==> src/rtl/dec_syndrome_corrector.sv <==
// Pipelined SECDED syndrome decoder and single-bit corrector with valid/ready flow control.
// Stage 1 registers the word and its syndrome; stage 2 registers the classification and corrected word.
module dec_syndrome_corrector #(
  parameter int CODE_WIDTH = 32,
  parameter int SYN_WIDTH  = $clog2(CODE_WIDTH) + 1,
  parameter bit CORRECT_EN = 1'b1,
  parameter int CNT_WIDTH  = 16
) (
  input  logic                  clk,
  input  logic                  rst,
  input  logic                  in_valid,
  output logic                  in_ready,
  input  logic [CODE_WIDTH-1:0] codeword_with_errors,
  output logic                  out_valid,
  input  logic                  out_ready,
  output logic [CODE_WIDTH-1:0] corrected_codeword,
  output logic [SYN_WIDTH-1:0]  mul_result,
  output logic                  err_single,
  output logic                  err_double,
  input  logic                  cnt_clr,
  output logic [CNT_WIDTH-1:0]  cnt_corr,
  output logic [CNT_WIDTH-1:0]  cnt_uncorr
);

  localparam int POS_W = SYN_WIDTH - 1;
  localparam logic [CNT_WIDTH-1:0] CNT_MAX = {CNT_WIDTH{1'b1}};
  localparam logic [CODE_WIDTH-1:0] ONE_HOT0 = {{(CODE_WIDTH-1){1'b0}}, 1'b1};

  typedef enum logic [1:0] {
    CLS_NONE   = 2'b00,
    CLS_SINGLE = 2'b01,
    CLS_DOUBLE = 2'b10
  } cls_e;

  // {overall parity, XOR of the indices of all set bits above bit 0}
  function automatic logic [SYN_WIDTH-1:0] calc_syndrome(input logic [CODE_WIDTH-1:0] word);
    logic [POS_W-1:0] pos;
    pos = {POS_W{1'b0}};
    for (int i = 1; i < CODE_WIDTH; i++) begin
      pos = pos ^ (word[i] ? POS_W'(i) : {POS_W{1'b0}});
    end
    return {^word, pos};
  endfunction

  logic                  s1_valid_q, s1_valid_d;
  logic [CODE_WIDTH-1:0] s1_word_q, s1_word_d;
  logic [SYN_WIDTH-1:0]  s1_syn_q, s1_syn_d;

  logic                  out_valid_q, out_valid_d;
  logic [CODE_WIDTH-1:0] corr_q, corr_d;
  logic [SYN_WIDTH-1:0]  syn_q, syn_d;
  logic                  single_q, single_d;
  logic                  double_q, double_d;
  logic [CNT_WIDTH-1:0]  cnt_corr_q, cnt_corr_d;
  logic [CNT_WIDTH-1:0]  cnt_uncorr_q, cnt_uncorr_d;

  logic                  advance_s;
  logic                  xfer_s;
  logic                  syn_par_s;
  logic [POS_W-1:0]      syn_pos_s;
  logic [CODE_WIDTH-1:0] flip_mask_s;
  logic                  pos_in_range_s;
  cls_e                  cls_s;
  logic [CODE_WIDTH-1:0] fixed_word_s;

  assign advance_s = !out_valid_q || out_ready;
  assign xfer_s    = out_valid_q && out_ready;

  // Stage-1 next state: a stall holds everything, an advance may load a bubble.
  always_comb begin
    s1_valid_d = s1_valid_q;
    s1_word_d  = s1_word_q;
    s1_syn_d   = s1_syn_q;
    if (advance_s) begin
      s1_valid_d = in_valid;
      if (in_valid) begin
        s1_word_d = codeword_with_errors;
        s1_syn_d  = calc_syndrome(codeword_with_errors);
      end else begin
        s1_word_d = s1_word_q;
        s1_syn_d  = s1_syn_q;
      end
    end else begin
      s1_valid_d = s1_valid_q;
    end
  end

  // A position beyond the word shifts the one-hot mask out entirely, which flags it as out of range.
  always_comb begin
    syn_par_s      = s1_syn_q[SYN_WIDTH-1];
    syn_pos_s      = s1_syn_q[POS_W-1:0];
    flip_mask_s    = ONE_HOT0 << syn_pos_s;
    pos_in_range_s = |flip_mask_s;
    case ({syn_par_s, (syn_pos_s != {POS_W{1'b0}})})
      2'b00:   cls_s = CLS_NONE;
      2'b10:   cls_s = CLS_SINGLE;
      2'b11:   cls_s = pos_in_range_s ? CLS_SINGLE : CLS_DOUBLE;
      2'b01:   cls_s = CLS_DOUBLE;
      default: cls_s = CLS_DOUBLE;
    endcase
    if (CORRECT_EN && (cls_s == CLS_SINGLE)) begin
      fixed_word_s = s1_word_q ^ flip_mask_s;
    end else begin
      fixed_word_s = s1_word_q;
    end
  end

  // Stage-2 next state: results only change when a real word moves in, so flags persist across bubbles.
  always_comb begin
    out_valid_d = out_valid_q;
    corr_d      = corr_q;
    syn_d       = syn_q;
    single_d    = single_q;
    double_d    = double_q;
    if (advance_s) begin
      out_valid_d = s1_valid_q;
      if (s1_valid_q) begin
        corr_d   = fixed_word_s;
        syn_d    = s1_syn_q;
        single_d = (cls_s == CLS_SINGLE);
        double_d = (cls_s == CLS_DOUBLE);
      end else begin
        corr_d   = corr_q;
        syn_d    = syn_q;
        single_d = single_q;
        double_d = double_q;
      end
    end else begin
      out_valid_d = out_valid_q;
    end
  end

  // Saturating statistics; a clear wins over a simultaneous increment.
  always_comb begin
    cnt_corr_d   = cnt_corr_q;
    cnt_uncorr_d = cnt_uncorr_q;
    if (cnt_clr) begin
      cnt_corr_d   = {CNT_WIDTH{1'b0}};
      cnt_uncorr_d = {CNT_WIDTH{1'b0}};
    end else begin
      if (xfer_s && single_q && (cnt_corr_q != CNT_MAX)) begin
        cnt_corr_d = cnt_corr_q + {{(CNT_WIDTH-1){1'b0}}, 1'b1};
      end else begin
        cnt_corr_d = cnt_corr_q;
      end
      if (xfer_s && double_q && (cnt_uncorr_q != CNT_MAX)) begin
        cnt_uncorr_d = cnt_uncorr_q + {{(CNT_WIDTH-1){1'b0}}, 1'b1};
      end else begin
        cnt_uncorr_d = cnt_uncorr_q;
      end
    end
  end

  // Pipeline and counter state registers.
  always_ff @(posedge clk or negedge rst) begin
    if (!rst) begin
      s1_valid_q   <= 1'b0;
      s1_word_q    <= {CODE_WIDTH{1'b0}};
      s1_syn_q     <= {SYN_WIDTH{1'b0}};
      out_valid_q  <= 1'b0;
      corr_q       <= {CODE_WIDTH{1'b0}};
      syn_q        <= {SYN_WIDTH{1'b0}};
      single_q     <= 1'b0;
      double_q     <= 1'b0;
      cnt_corr_q   <= {CNT_WIDTH{1'b0}};
      cnt_uncorr_q <= {CNT_WIDTH{1'b0}};
    end else begin
      s1_valid_q   <= s1_valid_d;
      s1_word_q    <= s1_word_d;
      s1_syn_q     <= s1_syn_d;
      out_valid_q  <= out_valid_d;
      corr_q       <= corr_d;
      syn_q        <= syn_d;
      single_q     <= single_d;
      double_q     <= double_d;
      cnt_corr_q   <= cnt_corr_d;
      cnt_uncorr_q <= cnt_uncorr_d;
    end
  end

  assign in_ready           = advance_s;
  assign out_valid          = out_valid_q;
  assign corrected_codeword = corr_q;
  assign mul_result         = syn_q;
  assign err_single         = single_q;
  assign err_double         = double_q;
  assign cnt_corr           = cnt_corr_q;
  assign cnt_uncorr         = cnt_uncorr_q;

endmodule

==> config.mk <==
export PLATFORM = sky130hd
export DESIGN_NAME = dec_syndrome_corrector
export DESIGN_NICKNAME = d
export VERILOG_FILES = /design/src/rtl/dec_syndrome_corrector.sv
export SDC_FILE = /design/constraint.sdc
export NUM_CORES = 1
export LEC_CHECK = 0
export CAP_MARGIN = 20
export CORE_MARGIN = 8
export CORE_UTILIZATION = 43
export CTS_BUF_LIST = sky130_fd_sc_hd__clkbuf_4 sky130_fd_sc_hd__clkbuf_8
export DETAILED_ROUTE_END_ITERATION = 6
export PLACE_DENSITY = 0.65
export SLEW_MARGIN = 0
export SYNTH_ARGS = -nofsm -noshare
export SYNTH_HDL_FRONTEND = slang
export SYNTH_SLANG_ARGS = --single-unit
==> constraint.sdc <==
create_clock -name clk -period 2.9 [get_ports clk]
set_input_delay 0.58 -clock clk [delete_from_list [all_inputs] [get_ports clk]]
set_output_delay 0.58 -clock clk [all_outputs]
set_load 0.02 [all_outputs]
==> metrics.csv <==
stage,metric,value,unit
status,status,"finished, final reports clean",
timing,Worst slew margin,53.6,%
global_route,GRT Total Usage,16.6,%
power_and_ir_drop,Switch Pwr,1.80,mW
power_and_ir_drop,Leak,2.82,nW
power_and_ir_drop,Cell Pwr Density,721,nW/um^2
clocking,clk_lat worst skew,380,ps
clocking,H-tree depth reported by CTS,3,
timing,setup TNS,0,ps
yosys,post-synthesis sequential area ratio,50.6,%
cells_and_area,diode count,0,
yosys,Post-Syn Area,5540,sq um
global_route,initial antenna violation count,0,
yosys,cell taking the most area after synthesis,dfrtp_1,
die,initial core utilization,43.9,%
clocking,setup bufs post-CTS,0,
timing,# setup viols final,0,
power_and_ir_drop,internal power,3.30,mW
timing,RSZ-0062 raised after global routing,no,
worst_setup_path,CP Capture Type,output port,
yosys,count of cell types in the netlist,35,
clocking,root buf cell,clkbuf_8,
clocking,"CTS clk-pin slew, worst paths",100,ps
yosys,Syn Area/Cell,10.3,sq um
yosys,Post-synth EDFFs,0,
clocking,CTS tree,yes,
timing,max frequency,395,MHz
timing,final cycle utilization of the critical path,87.3,%
timing,fin worst setup slack,369,ps
yosys,post-synthesis instance total,536,
routing,vias post-DR,4086,
worst_setup_path,Worst Path Buf+Inv,2,
place,port bufs,110,
timing,Slew @ Worst Pin,696,ps
cells_and_area,area delta synth->final,27.7,%
yosys,synth warn,0,
place,placed cell area,6840,sq um
worst_setup_path,worst path cell trace,clkdlybuf4s50_1 > nand2b_1 > clkdlybuf4s50_1,
power_and_ir_drop,clock share of power,21.0,%
worst_setup_path,worst-path fanout max,6,
place,gpl congestion,0.839,
cells_and_area,fin nets,679,
cells_and_area,layout cell share with drive strength beyond 1,9.77,%
place,detailed placement HPWL,9980,um
yosys,top_reg_cell synth,dfrtp_1,
cells_and_area,fin util,56.1,%
die,num rows,41,
worst_setup_path,CP dominant cell by count,clkdlybuf4s50_1,
yosys,#FFs+latches synth,112,
die,Core Area,12600,sq um
global_route,global-route wire length before repair,21900,um
die,Die Ht,129,um
worst_setup_path,critical path launch point type,input port,
die,Boundary Pins,111,
routing,DR pass1 iterations,4,
clocking,clock sinks,112,
routing,DRC,0,
power_and_ir_drop,Flop pwr share,44.2,%
place,Inst Count DP,801,
power_and_ir_drop,Sw Ratio,35.4,%
timing,worst hold slack,233,ps
power_and_ir_drop,overall power,5.10,mW
routing,Post-DRT Antenna Nets,0,
cells_and_area,"Design Area, Final",7070,sq um
worst_setup_path,"Req. time, crit path",2320,ps
cells_and_area,Non-Filler Instances,817,
global_route,vias in the first global route,4383,
yosys,synth top area cells,"dfrtp_1 (51%), xnor2_1 (13%), mux2_2 (6.5%)",
worst_setup_path,CP max-delay cell,clkdlybuf4s50_1,
worst_setup_path,Crit path max-delay family,buffers and inverters,
worst_setup_path,arrival time worst endpoint,1950,ps
routing,WL/cell,16.2,um
clocking,total CTS buffers,9,
die,die area,16800,sq um
yosys,Yosys top cell area share,50.6,%
yosys,ys async rst share,100,%
min_path,HP Class,in2async,
power_and_ir_drop,combinational share of power,34.7,%
global_route,largest net degree at the start of global routing,74,
routing,initial drt markers,226,
clocking,post-CTS resize count,0,
timing,Period minus WS final,2530,ps
die,chip width,129,um
timing,fin. max-slew vios,0,
place,Placement Setup Slack,370,ps
worst_setup_path,Setup CP Type,in2out,
timing,Worst Skew,5.97,ps
power_and_ir_drop,peak supply drop,0.325,mV
clocking,clk buf depth,2,
yosys,Post-Syn Nets,575,
timing,final hold viol count,0,
routing,average vias per placed instance,5.00,
run,max-cap violations,0,
clocking,hold buffers post-CTS,0,
global_route,total gr overflow,0,
routing,final WL,13200,um
worst_setup_path,CP peak stage delay,650,ps
## registers in the layout (all words and copies together) (netlist names)
signal              cells
cnt_corr               16
cnt_uncorr             16
corrected_codeword     32
err_double              1
err_single              1
mul_result              6
out_valid               1
s1_syn_q                6
s1_valid_q              1
s1_word_q              32
## worst register-to-register path, stage by stage, from the launching register on
cell	delay, ps
dfrtp_1	430
ha_1	260
nand3_1	130
nor4b_2	370
a21boi_2	180
and4_1	250
xnor2_1	140
nor2_1	60
## final timing paths
path | start | to | slack, ps | depth (start not counted)
worst max-delay path | out_ready | in_ready | 370 | 3
worst min-delay path | rst | cnt_uncorr[8] | 230 | 1
worst max register to register | cnt_uncorr[0] | cnt_uncorr[6] | 950 | 7
worst min register to register | corrected_codeword[19] | corrected_codeword[19] | 490 | 2
max in group asynchronous | rst | mul_result[3] | 1950 | 2
min in group clk | corrected_codeword[19] | corrected_codeword[19] | 490 | 2
## synth_stat cells, types with 6 or more instances
library cell	count
dfrtp_1	112
nor2_1	51
nand2_1	85
xnor2_1	80
nand3_1	15
o21ai_0	33
xor2_1	37
mux2_2	32
nor3_1	8
o21ai_1	6
clkbuf_1	19
nand4_1	9
## cell families (layout without fill, tap and decap cells)
logic type	after synthesis	in the layout	share of synthesized area [%]
AO/OA/AOI/OAI	46	46	4.54
buffers and inverters	25	134	1.76
multiplexers	35	35	7.07
XOR/XNOR	119	119	19.1
AND/OR/NAND/NOR	197	197	16.5
adder cells (fa/ha/maj)	2	2	0.452
flip-flops	112	112	50.6
## per-layer routing
metal  GRT usage (%)  up-vias  part of all wire, %
met4            6.15        0                  1.7
met2            28.6      105                   48
met5               0        -                    0
li1                -     1970                    -
met1            19.9     1988                   44
met3            3.74       23                  6.0
## power groups by stage
stage	clock network (mW)	registers [mW]	logic (mW)
6_report	1.07	2.26	1.77
3_5_place_dp	0	2.29	1.80
5_1_grt	1.15	2.32	1.93
3_3_place_gp	0	2.27	1.78
2_1_floorplan	0	2.40	0.850
4_1_cts	1.09	2.26	1.81
## cell usage in the layout, fill, tap and decap left out, drive strengths merged, types with 2 or more instances in the layout
cell type      count
nand2             85
clkinv             3
and4               5
bufinv             2
buf                6
nor3               8
nor4               2
inv                3
mux2i              2
or3                2
xnor2             82
nand4              9
nand3             15
dfrtp            112
nor3b              2
mux2              33
and3               4
clkdlybuf4s50    109
a21oi              3
nor2              51
nor2b              2
ha                 2
nand4b             4
clkbuf            11
o21ai             39
xor2              37
nand2b             5
## final cells by class
type	instances	area (sq um)
flip-flops and latches	112	2800
clock buffers	11	151
clock inverters	5	78.8
well taps	172	215
fillers	1149	5550
repair buffers	115	1170
multi-input cells	399	2640
inverters	3	11.3
Note: power is estimated with default switching activity, not from simulation.
